--- src/rtl/reset_sequencer.sv ---
// Reset sequencer: async-assert / sync-deassert board reset, stretched and released per domain.
// Optional watchdog reset enabled by defining RSTSEQ_WDOG_EN.
module reset_sequencer #(
  parameter int SYNC_STAGES    = 2,
  parameter int STRETCH_CYCLES = 8,
  parameter int N_OUT          = 3,
  parameter int STEP_CYCLES    = 4
) (
  input  logic             clk,
  input  logic             rst,
  input  logic             sw_rst_req,
  input  logic             wdog_kick,
  output logic [N_OUT-1:0] rst_out_n,
  output logic             done,
  output logic             busy,
  output logic             wdog_fired
);

  localparam int MAX_SS = (STRETCH_CYCLES > STEP_CYCLES) ? STRETCH_CYCLES : STEP_CYCLES;
`ifdef RSTSEQ_WDOG_EN
  localparam int WDOG_CYCLES = 64;
  localparam int MAX_CNT     = (MAX_SS > WDOG_CYCLES) ? MAX_SS : WDOG_CYCLES;
`else
  localparam int MAX_CNT     = MAX_SS;
`endif
  localparam int CNT_W = $clog2(MAX_CNT) + 1;

  localparam logic [CNT_W-1:0] CNT_ONE      = CNT_W'(1);
  localparam logic [CNT_W-1:0] STRETCH_LAST = CNT_W'(STRETCH_CYCLES - 1);
  localparam logic [CNT_W-1:0] STEP_LAST    = CNT_W'(STEP_CYCLES - 1);
  localparam logic [N_OUT-1:0] REL_ONE      = N_OUT'(1);

  typedef enum logic [1:0] {SYNC, STRETCH, RELEASE, RUN} state_t;

  state_t                 state;
  logic [CNT_W-1:0]       cnt;
  logic [SYNC_STAGES-1:0] sync;
  logic                   rst_sync;
  logic [N_OUT-1:0]       rel_next;
  logic                   wdog_trip;
  logic                   restart;

  always_ff @(posedge clk or negedge rst) begin
    if (!rst) sync <= '0;
    else      sync <= {sync[SYNC_STAGES-2:0], 1'b1};
  end

  assign rst_sync = sync[SYNC_STAGES-1];

  // Release order is a thermometer fill from bit 0; the sequence ends when it becomes all ones.
  assign rel_next = (rst_out_n << 1) | REL_ONE;
  assign restart  = (sw_rst_req && (state != SYNC)) || wdog_trip;

`ifdef RSTSEQ_WDOG_EN
  logic [CNT_W-1:0] wcnt;
  localparam logic [CNT_W-1:0] WDOG_LAST = CNT_W'(WDOG_CYCLES - 1);

  assign wdog_trip = (state == RUN) && !wdog_kick && (wcnt == WDOG_LAST);

  always_ff @(posedge clk or negedge rst) begin
    if (!rst) begin
      wcnt       <= '0;
      wdog_fired <= 1'b0;
    end else begin
      if ((state != RUN) || wdog_kick || wdog_trip) wcnt <= '0;
      else                                          wcnt <= wcnt + CNT_ONE;
      if (wdog_trip) wdog_fired <= 1'b1;
    end
  end
`else
  logic unused_wdog_kick;
  assign unused_wdog_kick = wdog_kick;
  assign wdog_trip        = 1'b0;
  assign wdog_fired       = 1'b0;
`endif

  always_ff @(posedge clk or negedge rst) begin
    if (!rst) begin
      state     <= SYNC;
      cnt       <= '0;
      rst_out_n <= '0;
      done      <= 1'b0;
      busy      <= 1'b1;
    end else if (restart) begin
      // A request beats any release scheduled on the same edge.
      state     <= STRETCH;
      cnt       <= '0;
      rst_out_n <= '0;
      done      <= 1'b0;
      busy      <= 1'b1;
    end else begin
      case (state)
        SYNC: begin
          if (rst_sync) begin
            state <= STRETCH;
            cnt   <= '0;
          end
        end
        STRETCH, RELEASE: begin
          if (cnt == ((state == STRETCH) ? STRETCH_LAST : STEP_LAST)) begin
            rst_out_n <= rel_next;
            cnt       <= '0;
            if (&rel_next) begin
              state <= RUN;
              done  <= 1'b1;
              busy  <= 1'b0;
            end else begin
              state <= RELEASE;
            end
          end else begin
            cnt <= cnt + CNT_ONE;
          end
        end
        RUN: cnt <= '0;
        default: state <= SYNC;
      endcase
    end
  end

endmodule

--- config.mk ---
export PLATFORM = sky130hd
export DESIGN_NAME = reset_sequencer
export DESIGN_NICKNAME = d
export VERILOG_FILES = /design/src/rtl/reset_sequencer.sv
export SDC_FILE = /design/constraint.sdc
export NUM_CORES = 1
export LEC_CHECK = 0
export BUFFER_PORTS_ARGS = -buffer_cell sky130_fd_sc_hd__buf_2
export CORE_MARGIN = 2
export CORE_UTILIZATION = 42
export DETAILED_ROUTE_END_ITERATION = 10
export MAX_ROUTING_LAYER = met4
export PLACE_DENSITY = 0.63
export SYNTH_ARGS = -nofsm -noshare
export SYNTH_HDL_FRONTEND = slang
export SYNTH_SLANG_ARGS = --single-unit
--- constraint.sdc ---
create_clock -name clk -period 1.8 [get_ports clk]
set_input_delay 0.18 -clock clk [delete_from_list [all_inputs] [get_ports clk]]
set_output_delay 0.18 -clock clk [all_outputs]
set_load 0.01 [all_outputs]
==> flow_metrics.py, run 1 <==
metrics = {
    "clock_tree": {
        "clk-insertion-delay-late_ns": 0.28,
        "cts_root_buf": "clkbuf_4",
        "clk_pin_slew_ns": 0.07,
        "cts_buffers": 3,
        "cts_tree": "done",
        "cts_setup_buffers": 0,
        "clockBufferDepth": 2,
        "cts.sinks": 13,
        "htreeDepth": 1,
    },
    "yosys": {
        "synth_warnings": 0,
        "synth_cell_types": 25,
        "ys_seq_area_share_pct": 52.4,
        "netlist_area_um2": 623,
        "synth-seq-cells": 13,
        "syn_area_per_cell_um2": 10.2,
        "synth_nets": 68,
        "synth_cells": 61,
    },
    "power": {
        "p_comb_share_pct": 9.7,
        "p_sw_share_pct": 24.1,
        "power.internal_mw": 0.413,
        "p_leak_nw": 0.361,
        "pwr-share-clk_pct": 32.3,
        "pwr-share-seq_pct": 58.0,
        "power_switching_mw": 0.131,
        "ir_worst_vdd_uv": 478,
        "p_total_mw": 0.544,
        "power.density_nw_per_um2": 752,
    },
    "layout": {
        "drive_above_1_share_pct": 20.3,
        "finalInstanceArea_um2": 723,
        "area_delta_synth_final_pct": 16.1,
        "diodes": 0,
        "fill_cells": 132,
        "final-seq-area_um2": 327,
        "multi_input_area_um2": 280,
        "fin_nets": 82,
    },
    "drt": {
        "ant_nets": 0,
        "drt_iter0_drc": 7,
        "drc": 0,
        "dr.pass1.iters": 4,
        "routed_wl_um": 1110,
        "vias": 456,
        "viasPerCell": 5.12,
        "wl_per_cell_um": 12.5,
    },
    "floorplanning": {
        "std_cell_rows": 13,
        "die_area_um2": 1810,
        "chipWidth_um": 42.5,
        "design.core.area_um2": 1350,
        "start_util_pct": 46.2,
        "die_h_um": 42.5,
        "design.portCount": 10,
    },
    "timing": {
        "fin_crit_sh_pct": 85.7,
        "worst_clock_skew_ns": 0.000289,
        "setup_tns_ns": 0,
        "min_period_ns": 1.54,
        "hold_slack_ns": 0.291,
        "setup_viol": 0,
        "maxSlewViolCount": 0,
        "finalHoldViolCount": 0,
        "maxClockFrequency_mhz": 648,
        "rsz0062_at_grt": "false",
    },
    "setup_path": {
        "cp_slowest_stage_delay_ns": 0.38,
        "required_ns": 2.00,
        "crit_path_cell_trace": "inv_1, ha_1, nand2b_2, nand2_1, nor3_1, a2bb2oi_1",
        "crit_type": "reg2reg",
        "worst-path-max-fanout": 7,
        "end_kind": "register",
        "critPathTopFamily": "simple AND/OR/NAND/NOR gates",
        "cp.buffers_inverters": 1,
        "worstPathArrival_ns": 1.74,
        "cp-start-kind": "register",
        "crit_path_top_delay_cell": "dfrtp_1",
    },
    "placed_design": {
        "hpwlAfterDp_um": 800,
        "portBuffers": 7,
        "place_congestion": 0.807,
        "dpl-instance-area_um2": 684,
    },
    "global_routing": {
        "grt_pass1_vias": 427,
        "grt.overflow.total": 0,
        "grt_max_degree": 14,
        "antenna_found_initial": 0,
        "track_usage_pct": 14.5,
        "grt_pass1_wl_um": 1770,
    },
    "run_status": {
        "outcome": "finished, final reports clean",
    },
    "run": {
        "drv_cap": 0,
    },
    "min_path": {
        "hold_class": "in2reg",
    },
}
==> power by group through the flow <==
stage	clock network (mW)	registers, mW	logic [mW]
after floorplan	0	0.318	0.0367
after global placement	0	0.320	0.0498
after detailed placement	0	0.320	0.0504
after CTS	0.186	0.315	0.0532
after global routing	0.199	0.317	0.0596
final	0.176	0.315	0.0529
==> stage by stage <==
step | worst slack [ns] | cells | utilization (%)
final | 0.257 | 89 | 53.6
after global routing | 0.102 | 89 | 53.6
after CTS | 0.179 | 89 | 53.4
after detailed placement | 0.211 | 84 | 50.7
after global placement | 0.192 | 84 | 50.7
after floorplan | 0.297 | 61 | -
==> registers in the layout, summed over array words and instances (netlist names) <==
| register | cells |
|---|---|
| cnt | 4 |
| busy | 1 |
| done | 1 |
| sync | 2 |
| rst_out_n | 3 |
| state | 2 |
==> worst reg2reg max path, cell delays in order, from the launching register on <==
cell	delay, ns
dfrtp_1	0.38
inv_1	0.08
ha_1	0.22
nand2b_2	0.22
nand2_1	0.12
nor3_1	0.26
a2bb2oi_1	0.19
==> cells in the final DEF (no fill, tap or decap) <==
master / n
dfrtp_1: 12
nand2_1: 8
buf_2: 7
nand3_1: 4
o21ai_0: 4
inv_1: 3
nand2b_1: 3
ha_1: 3
clkbuf_4: 3
nor2b_1: 2
o31ai_1: 2
nor3_1: 2
a2bb2oi_1: 2
conb_1: 2
buf_4: 2
nand2b_2: 1
and2_1: 1
xnor2_1: 1
nand3b_1: 1
a31oi_1: 1
nand4b_2: 1
or3_1: 1
o21a_1: 1
a21oi_1: 1
nor2_1: 1
o2bb2ai_1: 1
a21boi_0: 1
dfstp_2: 1
clkbuf_1: 1
dlygate4sd3_1: 1
==> final timing paths <==
path	cells past startpoint	slack, ns	to	from
setup / recovery	6	0.26	state[1]$_DFFE_PN0P_	state[1]$_DFFE_PN0P_
hold / removal	4	0.29	done$_DFFE_PN0P_	sw_rst_req
setup reg to reg	6	0.26	state[1]$_DFFE_PN0P_	state[1]$_DFFE_PN0P_
hold reg to reg	0	0.35	sync[1]$_DFF_PN0_	sync[0]$_DFF_PN0_
max in group asynchronous	2	1.20	busy$_DFFE_PN1P_	rst
min in group asynchronous	2	0.32	rst_out_n[1]$_DFFE_PN0P_	rst
==> cell families after synthesis <==
family	Yosys count	synth area share, %
adder cells (fa/ha/maj)	3	6.02
flip-flops	13	52.4
other	2	1.21
AND/OR/NAND/NOR	25	21.9
AO/OA/AOI/OAI	13	14.1
XOR/XNOR	1	1.41
buffers and inverters	4	3.01
==> cell usage after synthesis <==
cell / number / area, µm²
a31oi_1: 1 / 6.26
xnor2_1: 1 / 8.76
dfrtp_1: 12 / 300
buf_4: 1 / 7.51
nor3_1: 2 / 10.0
nand3b_1: 1 / 7.51
a21boi_0: 1 / 7.51
nor2_1: 1 / 3.75
conb_1: 2 / 7.51
dfstp_2: 1 / 26.3
nand2_1: 8 / 30.0
o21a_1: 1 / 7.51
nand2b_1: 4 / 25.0
inv_1: 3 / 11.3
o2bb2ai_1: 1 / 8.76
ha_1: 3 / 37.5
and2_1: 1 / 6.26
nand3_1: 4 / 20.0
o31ai_1: 2 / 15.0
nor2b_1: 2 / 12.5
o21ai_0: 4 / 20.0
or3_1: 1 / 6.26
a2bb2oi_1: 2 / 17.5
nand4b_2: 1 / 15.0
a21oi_1: 1 / 5.00
==> final cells by class <==
cell class	count	area share [%]
Clock buffer	4	3.63
Multi-Input combinational cell	44	38.8
Timing Repair Buffer	10	8.30
Inverter	3	1.56
Sequential cell	13	45.2
Tap cell	15	2.60
==> timing repair <==
action	in CTS	in global routing
endpoints found under the hold margin	12	0
gates resized for setup	0	1
hold buffers	1	0
endpoints found under the setup margin	0	1
==> routing by layer <==
| layer | vias to the layer above | wire, µm | part of all wire (%) | GRT usage (%) |
|---|---|---|---|---|
| met5 | - | 0 | 0 | - |
| met4 | 0 | 27 | 2.4 | 7.50 |
| met3 | 4 | 61 | 5.5 | 7.76 |
| met2 | 9 | 475 | 43 | 19.7 |
| met1 | 208 | 549 | 49 | 17.1 |
| li1 | 235 | - | - | - |
(Power assumes the default switching activity.)
==> run 2, diff against run 1 <==
==> constraint.sdc (replaced) <==
create_clock -name clk -period 1.53 [get_ports clk]
set_input_delay 0.153 -clock clk [delete_from_list [all_inputs] [get_ports clk]]
set_output_delay 0.153 -clock clk [all_outputs]
set_load 0.01 [all_outputs]
==> run 2 against run 1 <==
Against the previous run: routed wire length up 9.4%; total power up 20%; via count up 3.7%; critical path type unchanged; critical endpoint is now busy$_DFFE_PN1P_.
==> flow_metrics.py, run 2 (synthesized netlist as in run 1, its figures left out) <==
metrics = {
    "timing": {
        "hold_slack_ns": 0.294,
        "setup_viol": 0,
        "layout_setup_ws_ns": 0.0405,
        "rsz0062_at_grt": "true",
        "maxSlewViolCount": 0,
        "worst_clock_skew_ns": 0.00426,
        "finalHoldViolCount": 0,
        "maxClockFrequency_mhz": 671,
        "fin_crit_sh_pct": 97.4,
        "min_period_ns": 1.49,
    },
    "setup_path": {
        "r2r_setup_slack_ns": 0.04,
        "required_ns": 1.74,
        "worst-path-max-fanout": 3,
        "crit_path_top_delay_cell": "dfrtp_1",
        "end_kind": "register",
        "cp_slowest_stage_delay_ns": 0.43,
        "r2r_start": "state[0]$_DFFE_PN0P_",
        "crit_path_cell_trace": "ha_4, xnor2_2, nand4b_2, or3_4, o21a_1",
        "reg2reg_to": "busy$_DFFE_PN1P_",
        "rr_worst_depth": 5,
        "crit_type": "reg2reg",
        "worstPathArrival_ns": 1.70,
        "cp.buffers_inverters": 0,
        "critPathTopFamily": "simple AND/OR/NAND/NOR gates",
        "cp-start-kind": "register",
    },
    "min_path": {
        "hp-start": "sw_rst_req",
        "min_to": "state[1]$_DFFE_PN0P_",
        "hold_class": "in2reg",
        "hold-path-cell-count": 4,
    },
    "layout": {
        "fin_cells": 91,
        "top_register": "cnt",
        "mostFrequentLayoutCells": "12 x dfrtp_1, 8 x nand2_1, 7 x buf_2",
        "diodes": 0,
        "fin_nets": 84,
        "drive_above_1_share_pct": 31.6,
        "final_common_cell": "dfrtp_1",
        "fill_cells": 117,
        "largest_reg_flops": 4,
        "top_regs": "cnt: 4 flops, rst_out_n: 3 flops",
        "area_delta_synth_final_pct": 26.1,
    },
    "clock_tree": {
        "cts.sinks": 13,
        "cts_setup_buffers": 0,
        "cts_buffers": 3,
        "cts_root_buf": "clkbuf_4",
        "clk-insertion-delay-late_ns": 0.28,
        "htreeDepth": 1,
        "cts_tree": "done",
        "clockBufferDepth": 2,
        "clk_pin_slew_ns": 0.08,
    },
    "placed_design": {
        "place_congestion": 0.790,
        "hpwlAfterDp_um": 837,
        "place_inst": 86,
        "portBuffers": 7,
        "dp_slack_ns": 0.00918,
    },
    "drt": {
        "drt_iter0_drc": 11,
        "ant_nets": 0,
        "vias": 473,
        "wl_per_cell_um": 13.4,
        "viasPerCell": 5.20,
        "routed_wl_um": 1220,
        "drc": 0,
        "dr.pass1.iters": 4,
    },
    "floorplanning": {
        "start_util_pct": 46.2,
        "std_cell_rows": 13,
        "design.core.area_um2": 1350,
        "die_h_um": 42.5,
        "chipWidth_um": 42.5,
        "design.portCount": 10,
        "die_area_um2": 1810,
    },
    "run_status": {
        "outcome": "finished, final reports clean",
    },
    "power": {
        "power.internal_mw": 0.494,
        "p_comb_share_pct": 11.3,
        "power.density_nw_per_um2": 832,
        "p_leak_nw": 0.385,
        "pwr-share-seq_pct": 56.8,
        "ir_worst_vdd_uv": 655,
        "p_sw_share_pct": 24.4,
        "pwr-share-clk_pct": 31.9,
        "power_switching_mw": 0.160,
    },
    "global_routing": {
        "grt_pass1_wl_um": 1940,
        "grt_pass1_vias": 453,
        "grt.overflow.total": 0,
        "antenna_found_initial": 0,
        "track_usage_pct": 15.3,
        "grt_max_degree": 14,
    },
    "run": {
        "drv_cap": 0,
    },
}
[run 2: cell count changes in the layout (fill, tap and decap cells not counted), moves of 2 or more]
cell | before | now
inv_1 | 3 | 1
ha_1 | 3 | 1
ha_4 | 0 | 2
buf_4 | 2 | 4
inv_2 | 0 | 2
[run 2: cell type report]
type	instances	area (µm²)	area share (%)
tap	15	18.8	2.39
timing repair buffer	12	75.1	9.55
inverter	3	11.3	1.43
sequential	13	327	41.6
multi-input combinational	44	328	41.7
clock buffer	4	26.3	3.34
[run 2: layer usage]
metal	GRT usage (%)	part of all wire, %	vias to the layer above
li1	-	-	239
met1	18.0	46	215
met2	22.5	47	14
met3	5.17	3.6	5
met4	9.38	2.5	0
met5	-	0	-
[run 2: how the worst max path moves through the flow]
| stage | from | endpoint | slack (ns) | depth (start not counted) |
|---|---|---|---|---|
| 5_1_grt | state[0]$_DFFE_PN0P_ | busy$_DFFE_PN1P_ | -0.02 | 5 |
| 2_1_floorplan | state[0]$_DFFE_PN0P_ | busy$_DFFE_PN1P_ | 0.03 | 5 |
| 3_3_place_gp | state[0]$_DFFE_PN0P_ | busy$_DFFE_PN1P_ | 0.01 | 5 |
| 6_report | state[0]$_DFFE_PN0P_ | busy$_DFFE_PN1P_ | 0.04 | 5 |
| 4_1_cts | state[0]$_DFFE_PN0P_ | busy$_DFFE_PN1P_ | 0.02 | 5 |
| 3_5_place_dp | state[0]$_DFFE_PN0P_ | busy$_DFFE_PN1P_ | 0.009 | 5 |
[run 2: repair_timing]
| item | in CTS | in global routing |
|---|---|---|
| hold buffers | 1 | 0 |
| resized for setup | 1 | 8 |
| setup endpoints to repair | 1 | 6 |
| hold endpoints to repair | 12 | 0 |
[run 2: worst register-to-register path, stage by stage (launching register included)]
cell      delay (ns)
dfrtp_1         0.43
ha_4            0.18
xnor2_2         0.15
nand4b_2        0.15
or3_4           0.40
o21a_1          0.11
[run 2: through the flow]
stage | TNS (ns) | instance area (µm²) | total power, mW | utilization (%)
4_1_cts | 0 | 743 | 0.657 | 55.1
3_5_place_dp | 0 | 699 | 0.441 | 51.8
6_report | 0 | 786 | 0.653 | 58.2
3_3_place_gp | 0 | 699 | 0.440 | 51.8
5_1_grt | -0.0320 | 786 | 0.693 | 58.2
2_1_floorplan | 0 | 623 | 0.418 | -
[run 2: power by group through the flow]
stage	clock network (mW)	registers (mW)	logic, mW
global placement	0	0.376	0.0640
finish	0.209	0.371	0.0735
global route	0.234	0.374	0.0852
detailed placement	0	0.377	0.0642
CTS	0.218	0.371	0.0684
floorplan	0	0.374	0.0432
==> run 3, diff against run 2 <==
--- a/config.mk
+++ b/config.mk
@@ -9,7 +9,6 @@
 export CORE_MARGIN = 2
 export CORE_UTILIZATION = 42
 export DETAILED_ROUTE_END_ITERATION = 10
-export MAX_ROUTING_LAYER = met4
 export PLACE_DENSITY = 0.63
 export SYNTH_ARGS = -nofsm -noshare
 export SYNTH_HDL_FRONTEND = slang
==> run 3 against run 2 <==
Against the previous run: via count rose by 0.42%; clock power barely moved; non-clock buffer count did not move; worst setup slack got worse by 0.0083 ns; global-route usage fell by 0.14 points; utilization did not move; flip-flop and latch count did not move; critical path type unchanged; largest cell class unchanged; largest power group unchanged; highest routed layer unchanged.
==> flow_metrics.py, run 3 (synthesized netlist as in run 1, its figures left out) <==
metrics = {
    "clock_tree": {
        "cts_buffers": 3,
        "clk_pin_slew_ns": 0.08,
        "cts.sinks": 13,
        "cts_tree": "done",
        "clockBufferDepth": 2,
        "cts_root_buf": "clkbuf_4",
        "clk-insertion-delay-late_ns": 0.28,
        "htreeDepth": 1,
        "cts_setup_buffers": 0,
    },
    "setup_path": {
        "cp_slowest_stage_delay_ns": 0.43,
        "crit_path_top_delay_cell": "dfrtp_1",
        "cp.buffers_inverters": 0,
        "worstSetupPathDepth": 5,
        "rr_worst_depth": 5,
        "required_ns": 1.74,
        "end_kind": "register",
        "crit_path_cell_trace": "ha_4, xnor2_2, nand4b_2, or3_4, o21a_1",
        "critPathTopFamily": "simple AND/OR/NAND/NOR gates",
        "worstPathArrival_ns": 1.71,
        "cp-start-kind": "register",
        "crit_type": "reg2reg",
        "worst-path-max-fanout": 3,
    },
    "floorplanning": {
        "std_cell_rows": 13,
        "chipWidth_um": 42.5,
        "die_h_um": 42.5,
        "design.core.area_um2": 1350,
        "start_util_pct": 46.2,
        "design.portCount": 10,
        "die_area_um2": 1810,
    },
    "power": {
        "p_leak_nw": 0.385,
        "power.density_nw_per_um2": 836,
        "ir_worst_vdd_uv": 656,
    },
    "placed_design": {
        "place_congestion": 0.780,
        "hpwlAfterDp_um": 837,
        "dpl-instance-area_um2": 699,
        "portBuffers": 7,
    },
    "layout": {
        "fin_nets": 84,
        "top_register": "cnt",
        "final_common_cell": "dfrtp_1",
        "fill_cells": 117,
        "largest_reg_flops": 4,
        "finalInstanceArea_um2": 786,
        "top_regs": "cnt: 4 flops, rst_out_n: 3 flops",
        "mostFrequentLayoutCells": "12 x dfrtp_1, 8 x nand2_1, 7 x buf_2",
        "area_delta_synth_final_pct": 26.1,
        "post-route-util_pct": 58.2,
        "diodes": 0,
        "drive_above_1_share_pct": 31.6,
    },
    "timing": {
        "setup_tns_ns": 0,
        "rsz0062_at_grt": "true",
        "maxSlewViolCount": 0,
        "setup_viol": 0,
        "finalHoldViolCount": 0,
        "maxClockFrequency_mhz": 668,
        "worst_clock_skew_ns": 0.00556,
        "min_period_ns": 1.50,
        "fin_crit_sh_pct": 97.9,
    },
    "drt": {
        "viasPerCell": 5.22,
        "drt_iter0_drc": 14,
        "dr.pass1.iters": 4,
        "wl_per_cell_um": 13.7,
        "ant_nets": 0,
        "vias": 475,
        "drc": 0,
        "routed_wl_um": 1240,
    },
    "run": {
        "drv_cap": 0,
    },
    "global_routing": {
        "grt_pass1_vias": 450,
        "grt.overflow.total": 0,
        "grt_pass1_wl_um": 1940,
        "grt_max_degree": 14,
        "antenna_found_initial": 0,
        "track_usage_pct": 15.2,
    },
    "min_path": {
        "hold_class": "in2async",
    },
    "run_status": {
        "outcome": "finished, final reports clean",
    },
}
run 3: cell counts in the layout (fill, tap and decap cells not counted):
No cell type changed its count.
run 3: stage by stage:
step                hold WS (ns)  power (mW)  setup slack, ns  std cells
finish                     0.290       0.657           0.0322         91
global route               0.307       0.697          -0.0199         91
CTS                        0.246       0.657           0.0214         91
detailed placement        0.0518       0.441          0.00918         86
global placement          0.0488       0.440           0.0129         86
floorplan                 -0.143       0.418           0.0269         61
run 3: final timing paths:
kind | from | endpoint | slack [ns]
setup reg to reg | state[0]$_DFFE_PN0P_ | busy$_DFFE_PN1P_ | 0.03
max in group asynchronous | rst | busy$_DFFE_PN1P_ | 0.96
hold reg to reg | sync[0]$_DFF_PN0_ | sync[1]$_DFF_PN0_ | 0.36
min in group clk | sw_rst_req | state[1]$_DFFE_PN0P_ | 0.29
setup / recovery | state[0]$_DFFE_PN0P_ | busy$_DFFE_PN1P_ | 0.03
hold / removal | rst | cnt[3]$_DFFE_PN0P_ | 0.29
run 3: layout make-up:
class	count	area, µm²	share of cell area (%)
well taps	15	18.8	2.39
repair buffers	12	75.1	9.55
multi-input cells	44	328	41.7
inverters	3	11.3	1.43
clock buffers	4	26.3	3.34
flip-flops and latches	13	327	41.6
run 3: routing by layer:
layer	GRT usage, %	routed length, µm	vias up
met5	0	0	-
met4	9.38	51	0
met3	6.47	44	7
met2	22.5	561	11
met1	18.0	585	218
li1	-	-	239
run 3: repair_timing:
action | 4_1_cts | 5_1_grt
hold buffers | 1 | 0
gates resized for setup | 1 | 8
endpoints found under the hold margin | 12 | 0
endpoints found under the setup margin | 1 | 6
run 3: power by group:
part | leakage (nW) | switching (mW) | total [mW] | internal, mW
combinational | 0.204 | 0.0392 | 0.0738 | 0.0346
clock | 0.0150 | 0.111 | 0.212 | 0.101
sequential | 0.166 | 0.0129 | 0.371 | 0.358
total | 0.385 | 0.163 | 0.657 | 0.494
